===== src/rtl/commit_unit_pkg.sv =====
// Shared types for the commit stage: scoreboard entries, exceptions, functional
// units and operations, plus the commit FSM state encoding.
package commit_unit_pkg;

  localparam int unsigned DEFAULT_NR_COMMIT_PORTS = 32'd2;
  localparam int unsigned XLEN                    = 32'd64;
  localparam int unsigned REG_ADDR_W              = 32'd5;

  typedef enum logic [3:0] {
    FU_NONE   = 4'd0,
    LOAD      = 4'd1,
    STORE     = 4'd2,
    ALU       = 4'd3,
    CTRL_FLOW = 4'd4,
    MULT      = 4'd5,
    CSR       = 4'd6,
    FPU       = 4'd7
  } fu_t;

  typedef enum logic [6:0] {
    ADD       = 7'd0,
    SUB       = 7'd1,
    FENCE     = 7'd2,
    FENCE_I   = 7'd3,
    CSR_READ  = 7'd4,
    CSR_WRITE = 7'd5,
    LD        = 7'd6,
    SD        = 7'd7,
    FADD      = 7'd8,
    FMUL      = 7'd9,
    FMV_X2F   = 7'd10,
    FMV_F2X   = 7'd11
  } fu_op;

  typedef struct packed {
    logic [XLEN-1:0] cause;
    logic [XLEN-1:0] tval;
    logic            valid;
  } exception_t;

  typedef struct packed {
    logic                  valid;
    fu_t                   fu;
    fu_op                  op;
    logic [REG_ADDR_W-1:0] rd;
    logic [XLEN-1:0]       result;
    exception_t            ex;
  } scoreboard_entry_t;

  typedef enum logic [1:0] {
    RUN        = 2'd0,
    FENCE_WAIT = 2'd1,
    EXC_WAIT   = 2'd2
  } commit_state_e;

  // Operations whose destination lives in the floating-point register file.
  function automatic logic is_rd_fpr(input fu_op op);
    case (op)
      FADD, FMUL, FMV_X2F: return 1'b1;
      default:             return 1'b0;
    endcase
  endfunction

endpackage


===== src/rtl/commit_unit_if.sv =====
// Commit window from the scoreboard, register-file write ports and the store
// commit handshake to the LSU, bundled between scoreboard side and commit unit.
interface commit_unit_if
  import commit_unit_pkg::*;
#(
  parameter int unsigned NR_COMMIT_PORTS = DEFAULT_NR_COMMIT_PORTS
) ();

  scoreboard_entry_t [NR_COMMIT_PORTS-1:0]                 commit_instr;
  logic              [NR_COMMIT_PORTS-1:0]                 commit_ack;
  logic              [NR_COMMIT_PORTS-1:0][REG_ADDR_W-1:0] waddr;
  logic              [NR_COMMIT_PORTS-1:0][XLEN-1:0]       wdata;
  logic              [NR_COMMIT_PORTS-1:0]                 we_gpr;
  logic              [NR_COMMIT_PORTS-1:0]                 we_fpr;
  logic                                                    commit_lsu;
  logic                                                    commit_lsu_ready;
  logic                                                    no_st_pending;

  modport master (
    output commit_instr, commit_lsu_ready, no_st_pending,
    input  commit_ack, waddr, wdata, we_gpr, we_fpr, commit_lsu
  );

  modport slave (
    input  commit_instr, commit_lsu_ready, no_st_pending,
    output commit_ack, waddr, wdata, we_gpr, we_fpr, commit_lsu
  );

endinterface


===== src/rtl/commit_unit.sv =====
// Retires up to two in-order scoreboard entries per cycle, writes the register
// files, grants store commits and sequences fences/exceptions.
module commit_unit
  import commit_unit_pkg::*;
#(
  parameter int unsigned NR_COMMIT_PORTS = DEFAULT_NR_COMMIT_PORTS
) (
  input  logic              clk_i,
  input  logic              rst_ni,
  input  logic              halt_i,
  input  logic              flush_i,
  commit_unit_if.slave      cu,
  output exception_t        exception_o,
  output logic              fence_flush_o,
  output logic [XLEN-1:0]   instret_o
);

  if (NR_COMMIT_PORTS != 32'd2) begin : g_bad_ports
    $fatal(1, "commit_unit supports only NR_COMMIT_PORTS = 2");
  end

  commit_state_e     state_q, state_d;
  exception_t        exception_q, exception_d;
  logic              fence_flush_q, fence_flush_d;
  logic [XLEN-1:0]   instret_q, instret_d;

  scoreboard_entry_t instr0_s, instr1_s;
  logic              head_go_s, head_exc_s, head_store_s, head_fence_s;
  logic              fence_release_s, port1_ok_s;
  logic [1:0]        ack_s, we_gpr_s, we_fpr_s;
  logic              commit_lsu_s;
  logic              unused_s;

  assign instr0_s = cu.commit_instr[0];
  assign instr1_s = cu.commit_instr[1];
  assign unused_s = ^{instr1_s.ex.cause, instr1_s.ex.tval};

  assign head_go_s       = (state_q == RUN) && !halt_i && instr0_s.valid;
  assign head_exc_s      = head_go_s && instr0_s.ex.valid;
  assign head_store_s    = head_go_s && !instr0_s.ex.valid && (instr0_s.fu == STORE);
  assign head_fence_s    = head_go_s && !instr0_s.ex.valid && (instr0_s.fu != STORE)
                           && (instr0_s.op == FENCE);
  assign fence_release_s = (state_q == FENCE_WAIT) && !halt_i && cu.no_st_pending;

  // The younger slot only rides along with a plain head commit; anything that
  // serialises (store, fence, CSR, exception) must reach port 0 first.
  assign port1_ok_s = head_go_s && !instr0_s.ex.valid
                      && (instr0_s.fu != STORE) && (instr0_s.fu != CSR)
                      && (instr0_s.op != FENCE)
                      && instr1_s.valid && !instr1_s.ex.valid
                      && (instr1_s.fu != STORE) && (instr1_s.fu != LOAD)
                      && (instr1_s.fu != CSR) && (instr1_s.op != FENCE);

  // State register, registered exception, fence pulse and retire counter.
  always_ff @(posedge clk_i or negedge rst_ni) begin
    if (!rst_ni) begin
      state_q       <= RUN;
      exception_q   <= '0;
      fence_flush_q <= 1'b0;
      instret_q     <= '0;
    end else begin
      state_q       <= state_d;
      exception_q   <= exception_d;
      fence_flush_q <= fence_flush_d;
      instret_q     <= instret_d;
    end
  end

  // Next-state logic; a flush overrides every other transition.
  always_comb begin
    state_d       = state_q;
    exception_d   = exception_q;
    fence_flush_d = 1'b0;
    if (flush_i) begin
      state_d           = RUN;
      exception_d.valid = 1'b0;
      fence_flush_d     = 1'b0;
    end else begin
      case (state_q)
        RUN: begin
          if (head_exc_s) begin
            state_d     = EXC_WAIT;
            exception_d = instr0_s.ex;
          end else if (head_fence_s) begin
            if (cu.no_st_pending) begin
              fence_flush_d = 1'b1;
            end else begin
              state_d = FENCE_WAIT;
            end
          end else begin
            state_d = RUN;
          end
        end
        FENCE_WAIT: begin
          if (fence_release_s) begin
            state_d       = RUN;
            fence_flush_d = 1'b1;
          end else begin
            state_d = FENCE_WAIT;
          end
        end
        EXC_WAIT: state_d = EXC_WAIT;
        default:  state_d = RUN;
      endcase
    end
  end

  // Acknowledges, write enables and store grant.
  always_comb begin
    ack_s        = 2'b00;
    we_gpr_s     = 2'b00;
    we_fpr_s     = 2'b00;
    commit_lsu_s = 1'b0;
    if (head_exc_s) begin
      ack_s[0] = 1'b1;
    end else if (head_store_s) begin
      commit_lsu_s = 1'b1;
      ack_s[0]     = cu.commit_lsu_ready;
    end else if (head_fence_s) begin
      ack_s[0] = cu.no_st_pending;
    end else if (head_go_s) begin
      ack_s[0]    = 1'b1;
      we_fpr_s[0] = is_rd_fpr(instr0_s.op);
      we_gpr_s[0] = !is_rd_fpr(instr0_s.op) && (instr0_s.rd != 5'd0);
    end else if (fence_release_s) begin
      ack_s[0] = 1'b1;
    end else begin
      ack_s[0] = 1'b0;
    end
    if (port1_ok_s) begin
      ack_s[1]    = 1'b1;
      we_fpr_s[1] = is_rd_fpr(instr1_s.op);
      we_gpr_s[1] = !is_rd_fpr(instr1_s.op) && (instr1_s.rd != 5'd0);
    end else begin
      ack_s[1] = 1'b0;
    end
  end

  // Retired-instruction count wraps naturally at 2^64.
  always_comb begin
    instret_d = instret_q + XLEN'(ack_s[0]) + XLEN'(ack_s[1]);
  end

  assign cu.commit_ack  = ack_s;
  assign cu.we_gpr      = we_gpr_s;
  assign cu.we_fpr      = we_fpr_s;
  assign cu.commit_lsu  = commit_lsu_s;
  assign cu.waddr       = {instr1_s.rd, instr0_s.rd};
  assign cu.wdata       = {instr1_s.result, instr0_s.result};

  assign exception_o    = exception_q;
  assign fence_flush_o  = fence_flush_q;
  assign instret_o      = instret_q;

endmodule


===== src/flat_wrapper.sv =====
// flat-port wrapper written by rule: the top's interface ports become plain ports
module commit_unit_flat import commit_unit_pkg::*;
#(
  parameter int unsigned NR_COMMIT_PORTS = DEFAULT_NR_COMMIT_PORTS
)
  (clk_i, rst_ni, halt_i, flush_i, exception_o, fence_flush_o, instret_o, cu_commit_instr, cu_commit_lsu_ready, cu_no_st_pending, cu_commit_ack, cu_waddr, cu_wdata, cu_we_gpr, cu_we_fpr, cu_commit_lsu);
  commit_unit_if #(.NR_COMMIT_PORTS(NR_COMMIT_PORTS)) cu_i ();
  input  logic clk_i;
  input  logic rst_ni;
  input  logic halt_i;
  input  logic flush_i;
  output exception_t exception_o;
  output logic fence_flush_o;
  output logic [XLEN-1:0] instret_o;
  input wire logic [$bits(cu_i.commit_instr)-1:0] cu_commit_instr;
  input wire logic [$bits(cu_i.commit_lsu_ready)-1:0] cu_commit_lsu_ready;
  input wire logic [$bits(cu_i.no_st_pending)-1:0] cu_no_st_pending;
  output wire logic [$bits(cu_i.commit_ack)-1:0] cu_commit_ack;
  output wire logic [$bits(cu_i.waddr)-1:0] cu_waddr;
  output wire logic [$bits(cu_i.wdata)-1:0] cu_wdata;
  output wire logic [$bits(cu_i.we_gpr)-1:0] cu_we_gpr;
  output wire logic [$bits(cu_i.we_fpr)-1:0] cu_we_fpr;
  output wire logic [$bits(cu_i.commit_lsu)-1:0] cu_commit_lsu;
  assign cu_i.commit_instr = cu_commit_instr;
  assign cu_i.commit_lsu_ready = cu_commit_lsu_ready;
  assign cu_i.no_st_pending = cu_no_st_pending;
  assign cu_commit_ack = cu_i.commit_ack;
  assign cu_waddr = cu_i.waddr;
  assign cu_wdata = cu_i.wdata;
  assign cu_we_gpr = cu_i.we_gpr;
  assign cu_we_fpr = cu_i.we_fpr;
  assign cu_commit_lsu = cu_i.commit_lsu;
  commit_unit #(.NR_COMMIT_PORTS(NR_COMMIT_PORTS)) u_core (.clk_i(clk_i), .rst_ni(rst_ni), .halt_i(halt_i), .flush_i(flush_i), .cu(cu_i), .exception_o(exception_o), .fence_flush_o(fence_flush_o), .instret_o(instret_o));
endmodule

===== config.mk =====
export PLATFORM = sky130hd
export DESIGN_NAME = commit_unit_flat
export DESIGN_NICKNAME = d
export VERILOG_FILES = /design/src/rtl/commit_unit_pkg.sv /design/src/rtl/commit_unit_if.sv /design/src/rtl/commit_unit.sv /design/src/flat_wrapper.sv
export SDC_FILE = /design/constraint.sdc
export NUM_CORES = 1
export LEC_CHECK = 0
export CAP_MARGIN = 20
export CORE_AREA = 2 2 300 302
export DETAILED_ROUTE_END_ITERATION = 10
export DIE_AREA = 0 0 302 304
export PLACE_DENSITY = 0.35
export REMOVE_ABC_BUFFERS = 1
export SLEW_MARGIN = 15
export SYNTH_ARGS = -nofsm -noshare
export SYNTH_HDL_FRONTEND = slang
export SYNTH_SLANG_ARGS = --single-unit

===== constraint.sdc =====
create_clock -name clk_i -period 3.25 [get_ports clk_i]
set_input_delay 0.4875 -clock clk_i [delete_from_list [all_inputs] [get_ports clk_i]]
set_output_delay 0.4875 -clock clk_i [all_outputs]
set_load 0.02 [all_outputs]

Word level (Yosys, flattened, before mapping)
Cells that the tools add are included.

$add $sub $neg: 2. Multipliers: 0. Divide/modulo/power cells: 0. Magnitude comparators: 0. Equal/unequal tests: 18. Shift-type cells: 0. Muxes and demuxes: 39. Bitwise gates (word level): 1. Reductions and logical operators: 33.

Operator list (number): $add A64 B1 Y64 (2); $eq A7 B4 Y1 const B (6); $mux W1 (33); $logic_and A1 B1 Y1 (19); $ne A7 B2 Y1 const B (2); $reduce_bool A5 Y1 (2); $mux W2 (4); $ne A4 B2 Y1 const B (2); $ne A4 B3 Y1 const B (2); $eq A7 B2 Y1 const B (1); $pmux W2 S3 (1); $reduce_or A3 Y1 (2); $logic_not A1 Y1 (5); $ne A5 B4 Y1 const B (1); $eq A4 B2 Y1 const B (1); $ne A4 B1 Y1 const B (1); $reduce_bool A2 Y1 (2); $reduce_and A3 Y1 (1); $eq A2 B1 Y1 const B (1); $eq A2 B2 Y1 const B (1); $logic_not A2 Y1 (1); $pmux W1 S2 (1); $reduce_and A2 Y1 (1); $not A1 Y1 (1).

Bits in registers: 196. Bits in latches: 0. Bits in writable memories: 0. Memory bits (read-only): 0. Input port bits: 426. Output and inout bits: 339. Word-level logic and storage cells: 99. Memories: 0.

Logic depth before layout (Yosys ltp)
Word-level depth: 17. Mapped depth: 13. Mapped depth without buffers: 12.

Worst setup path before layout
Ideal clock, no wire load.

Kind: input port to flip-flop. Start: input port cu_commit_instr[200]. End: register u_core.instret_q[62] (netlist: u_core.instret_o[62]). Setup time: 0.080 ns. Data arrival time: 4.311 ns. Setup slack: -1.140 ns. Stages on the path: 12. Path buffers: 0. Cells stage by stage: or4_1 > or3_1 > or2_2 > o31a_1 > o21ai_0 > fa_1 > ha_1 > nand3_1 > nor3_1 > nand4_1 > nor3_1 > xor2_1.

RTL lines: start: declaration (line flat_wrapper.sv:15) `input wire logic [$bits(cu_i.commit_instr)-1:0] cu_commit_instr;`; $eq A7 B2 Y1 (line commit_unit.sv:42) `&& (instr0_s.op == FENCE);`; $logic_and A1 B1 Y1 (line commit_unit.sv:42); $mux W1 (line commit_unit.sv:119) `end else if (head_fence_s) begin`; $mux W1 (line commit_unit.sv:116) `end else if (head_store_s) begin`; $mux W1 (line commit_unit.sv:114) `if (head_exc_s) begin`; via cu_commit_ack[0] (line flat_wrapper.sv:18) `output wire logic [$bits(cu_i.commit_ack)-1:0] cu_commit_ack;`; $add A64 B1 Y64 (2 in series) (line commit_unit.sv:141) `instret_d = instret_q + XLEN'(ack_s[0]) + XLEN'(ack_s[1]);`; via u_core.instret_d[62] (line commit_unit.sv:25) `logic [XLEN-1:0] instret_q, instret_d;`; end signal: assignment (line commit_unit.sv:65) `instret_q <= instret_d;`; end: declaration (line commit_unit.sv:25).

The timed path passes the listed nets, and every way through them passes these cells. A chain may end at the register's enable or synchronous reset.

Worst setup path in the final report
Start: input port cu_commit_instr[200]. End: register u_core.instret_q[51] (netlist: u_core.instret_o[51]).

Cells in the longest elaborated chain, start to end: 10.

Ends and longest elaborated chain (line): parallel branches: the longest is 9 deep, another holds $add A64 B1 Y64; $add A64 B1 Y64 (*) (commit_unit.sv:141); via u_core.instret_d[51] (commit_unit.sv:25).

Mark *: on every way through the listed nets, which the timed path passes.

==> run metrics <==
Clk pwr share=28.5%; DRC viols=0; initial core utilization=10.2%; Int Power=5170 uW; CP Capture Type=flop; Die X=302 um; Synth-to-Final Area Change=62.2%; drt via density=3.16; Yosys reg bits=196; Seq/Total Area, Yosys=53.9%; Max FO, Critical Path=6; Logic pwr share=31.8%; status=finished, violations left; main flop type after synthesis=dfrtp_1; Synth area leader=dfrtp_1; post-synth cell types=38; Vert. Die Dim=304 um; ant diodes=0; Worst-Skew Late Latency=0.51 ns; DP HPWL=67,200 um; placed insts=2,179; Iter 0 DRT Violations=239; CTS HTree Levels=4; maxcap violations=0; Max Root-Sink Buffers=2; Reg clk slew, reported paths=0.09 ns; Syn Area/Cell=12.4 um^2; initial antenna violation count=13; first-pass detailed-route iteration total=4; setup ws final=-0.153 ns; Root Buffer=clkbuf_16; Critical Path Slowest Stage Cell=or4_4; ys async rst share=100%; die area=91,800 um^2; layout cells sized above 1=26.1%; most frequent cells in the layout=clkdlybuf4s50_1, dfrtp_1, mux2_2, buf_4, xor2_1; clk_skew=0.0168 ns; worst-path cell chain=clkbuf_2 > or4_4 > or3_4 > or2_4 > o31a_1 > o21ai_2 > fa_2 > nand3_2 > or4_4 > nor4_4 > buf_6 > buf_12 > buf_12 > nand4_4 > xnor2_1; Routed WL per cell=33.8 um; CTS buffer count=17; largest net degree at the start of global routing=74; Worst-Margin Slew=0.831 ns; setup TNS after final layout=-2.28 ns; leakage power total=0.00601 uW; crit path DAT=3.81 ns; Worst EP required=3.65 ns; CP Launch Type=input port; PD cells=536 nW/um^2; Peak VDD IR=400 uV; GR Util All Layers=16.2%; Antenna Nets Post-Route=0; RSZ-0062 raised after global routing=yes; CORE AREA=89,000 um^2; top cell type's share of synthesized area=53.9%; number of enable flip-flop cells after synthesis=0; synthesized area=9100 um^2; Period minus WS final=3.40 ns; TritonCTS clock tree=built; max frequency=294 MHz; most common cell after layout, fill and taps aside=clkdlybuf4s50_1; vias in the first global route=7,422; Sequential Power Share=39.6%; vias=7,041; I/O pin total=765; synth warn=0; Overflow after GRT=0; type of the worst min-delay path=reg2reg; worst stage delay on the critical path=0.54 ns; fin. max-slew vios=0; failing checks=setup timing; slew margin rel.=44.3%; NumNets Final=1,468; Net Switching=2740 uW; I/O Buffers=380; synthesized instance count=737; Final period util=105%; fin cells=2,229; WL final=75,300 um; Setup CP Type=in2reg; Core Rows=110; clk sinks=196; first-pass GRT wire length=92,600 um; ranking of synthesized cells by area=dfrtp_1, mux2_2, buf_4, xor2_1, xnor2_1; Setup WS pre-CTS=-1.33 ns; GPL Wtd Cong=0.841; Final Setup Violations=27; hold violation count in the final report=0; Net Sw Frac=34.6%
## repair_timing
action,in CTS,in global routing
hold buffers,1,0
resized for setup,61,37
pin swaps,20,18
gates cloned,1,0
setup endpoints to repair,64,45
setup buffers,12,10
endpoints found under the hold margin,69,0
## cell type report
class / count / area (um^2)
clock inverter: 14 / 153
fill: 9791 / 74300
inverter: 9 / 33.8
sequential: 196 / 4900
tap: 1176 / 1470
clock buffer: 18 / 439
multi-input combinational: 377 / 3400
timing repair buffer: 439 / 4370
## logic make-up (layout without fill, tap and decap cells)
group           Yosys count  count (layout)  share of synthesized area (%)
flops                   196             196                           53.9
compound gates           14              14                          0.921
simple gates            170             170                           10.3
fa+ha+maj                 2               2                          0.357
xor+xnor                 62              62                           5.96
buf+inv                 164             480                           12.6
mux                     129             129                           16.0
## synthesized netlist by cell type (2+ instances only)
library cell  instances
nand4_2               3
a21oi_1               3
nand2b_1              5
nor2_1               27
nand2_1              23
nand3_1              31
xor2_1               36
clkbuf_1             13
inv_1                 9
and3_1               11
a31oi_1               2
or3_1                 4
nand4_1              21
nor3_1               20
mux2_2              129
xnor2_1              26
buf_4               139
o21ai_0               6
dfrtp_1             196
or4_1                 4
buf_2                 2
and4_1                5
nand3b_1              2
nor4_1                6
## registers in the layout, indices dropped and copies added (netlist names)
name	flops
u_core.exception_o	129
u_core.state_q	2
u_core.fence_flush_o	1
u_core.instret_o	64
## critical path: cells and delay by family
kind | cells | cell delay [ns]
and+or+nand+nor | 7 | 2.10
buffers and inverters | 4 | 0.44
AOI/OAI and AO/OA | 2 | 0.31
adders and majority gates | 1 | 0.30
xor gates and xnor gates | 1 | 0.16
## per-stage QoR
stage	hold slack, ns	area, um^2	utilization [%]	power (uW)
finish	0.499	14800	16.6	7910
global route	0.525	14800	16.6	8300
CTS	0.503	14600	16.4	8100
detailed placement	0.491	13700	15.3	5730
global placement	0.479	13700	15.3	5730
floorplan	0.192	7990	-	4100
## worst paths after layout
kind | start | end | slack [ns] | depth (start not counted)
max in group asynchronous | rst_ni | u_core.exception_o[76] | 1.92 | 3
min in group asynchronous | rst_ni | u_core.instret_o[41] | 0.53 | 2
max reg2reg | u_core.state_q[1] | u_core.instret_o[51] | -0.11 | 15
max | cu_commit_instr[200] | u_core.instret_o[51] | -0.15 | 15
min reg2reg | u_core.instret_o[63] | u_core.instret_o[63] | 0.50 | 1
min | u_core.instret_o[63] | u_core.instret_o[63] | 0.50 | 1
## power groups by stage
stage	Combinational, uW	Clock [uW]	Sequential, uW
final	2520	2260	3130
after global routing	2660	2450	3190
after CTS	2590	2370	3140
after detailed placement	2550	0	3170
after global placement	2560	0	3170
after floorplan	420	0	3680
## per-layer routing
metal	GRT usage, %	up-vias	wire length (um)
met5	0.476	-	80
met4	2.37	6	542
met3	21.8	42	21700
met2	25.8	600	34300
met1	11.6	3377	18700
li1	-	3016	-
(Power assumes the default switching activity.)
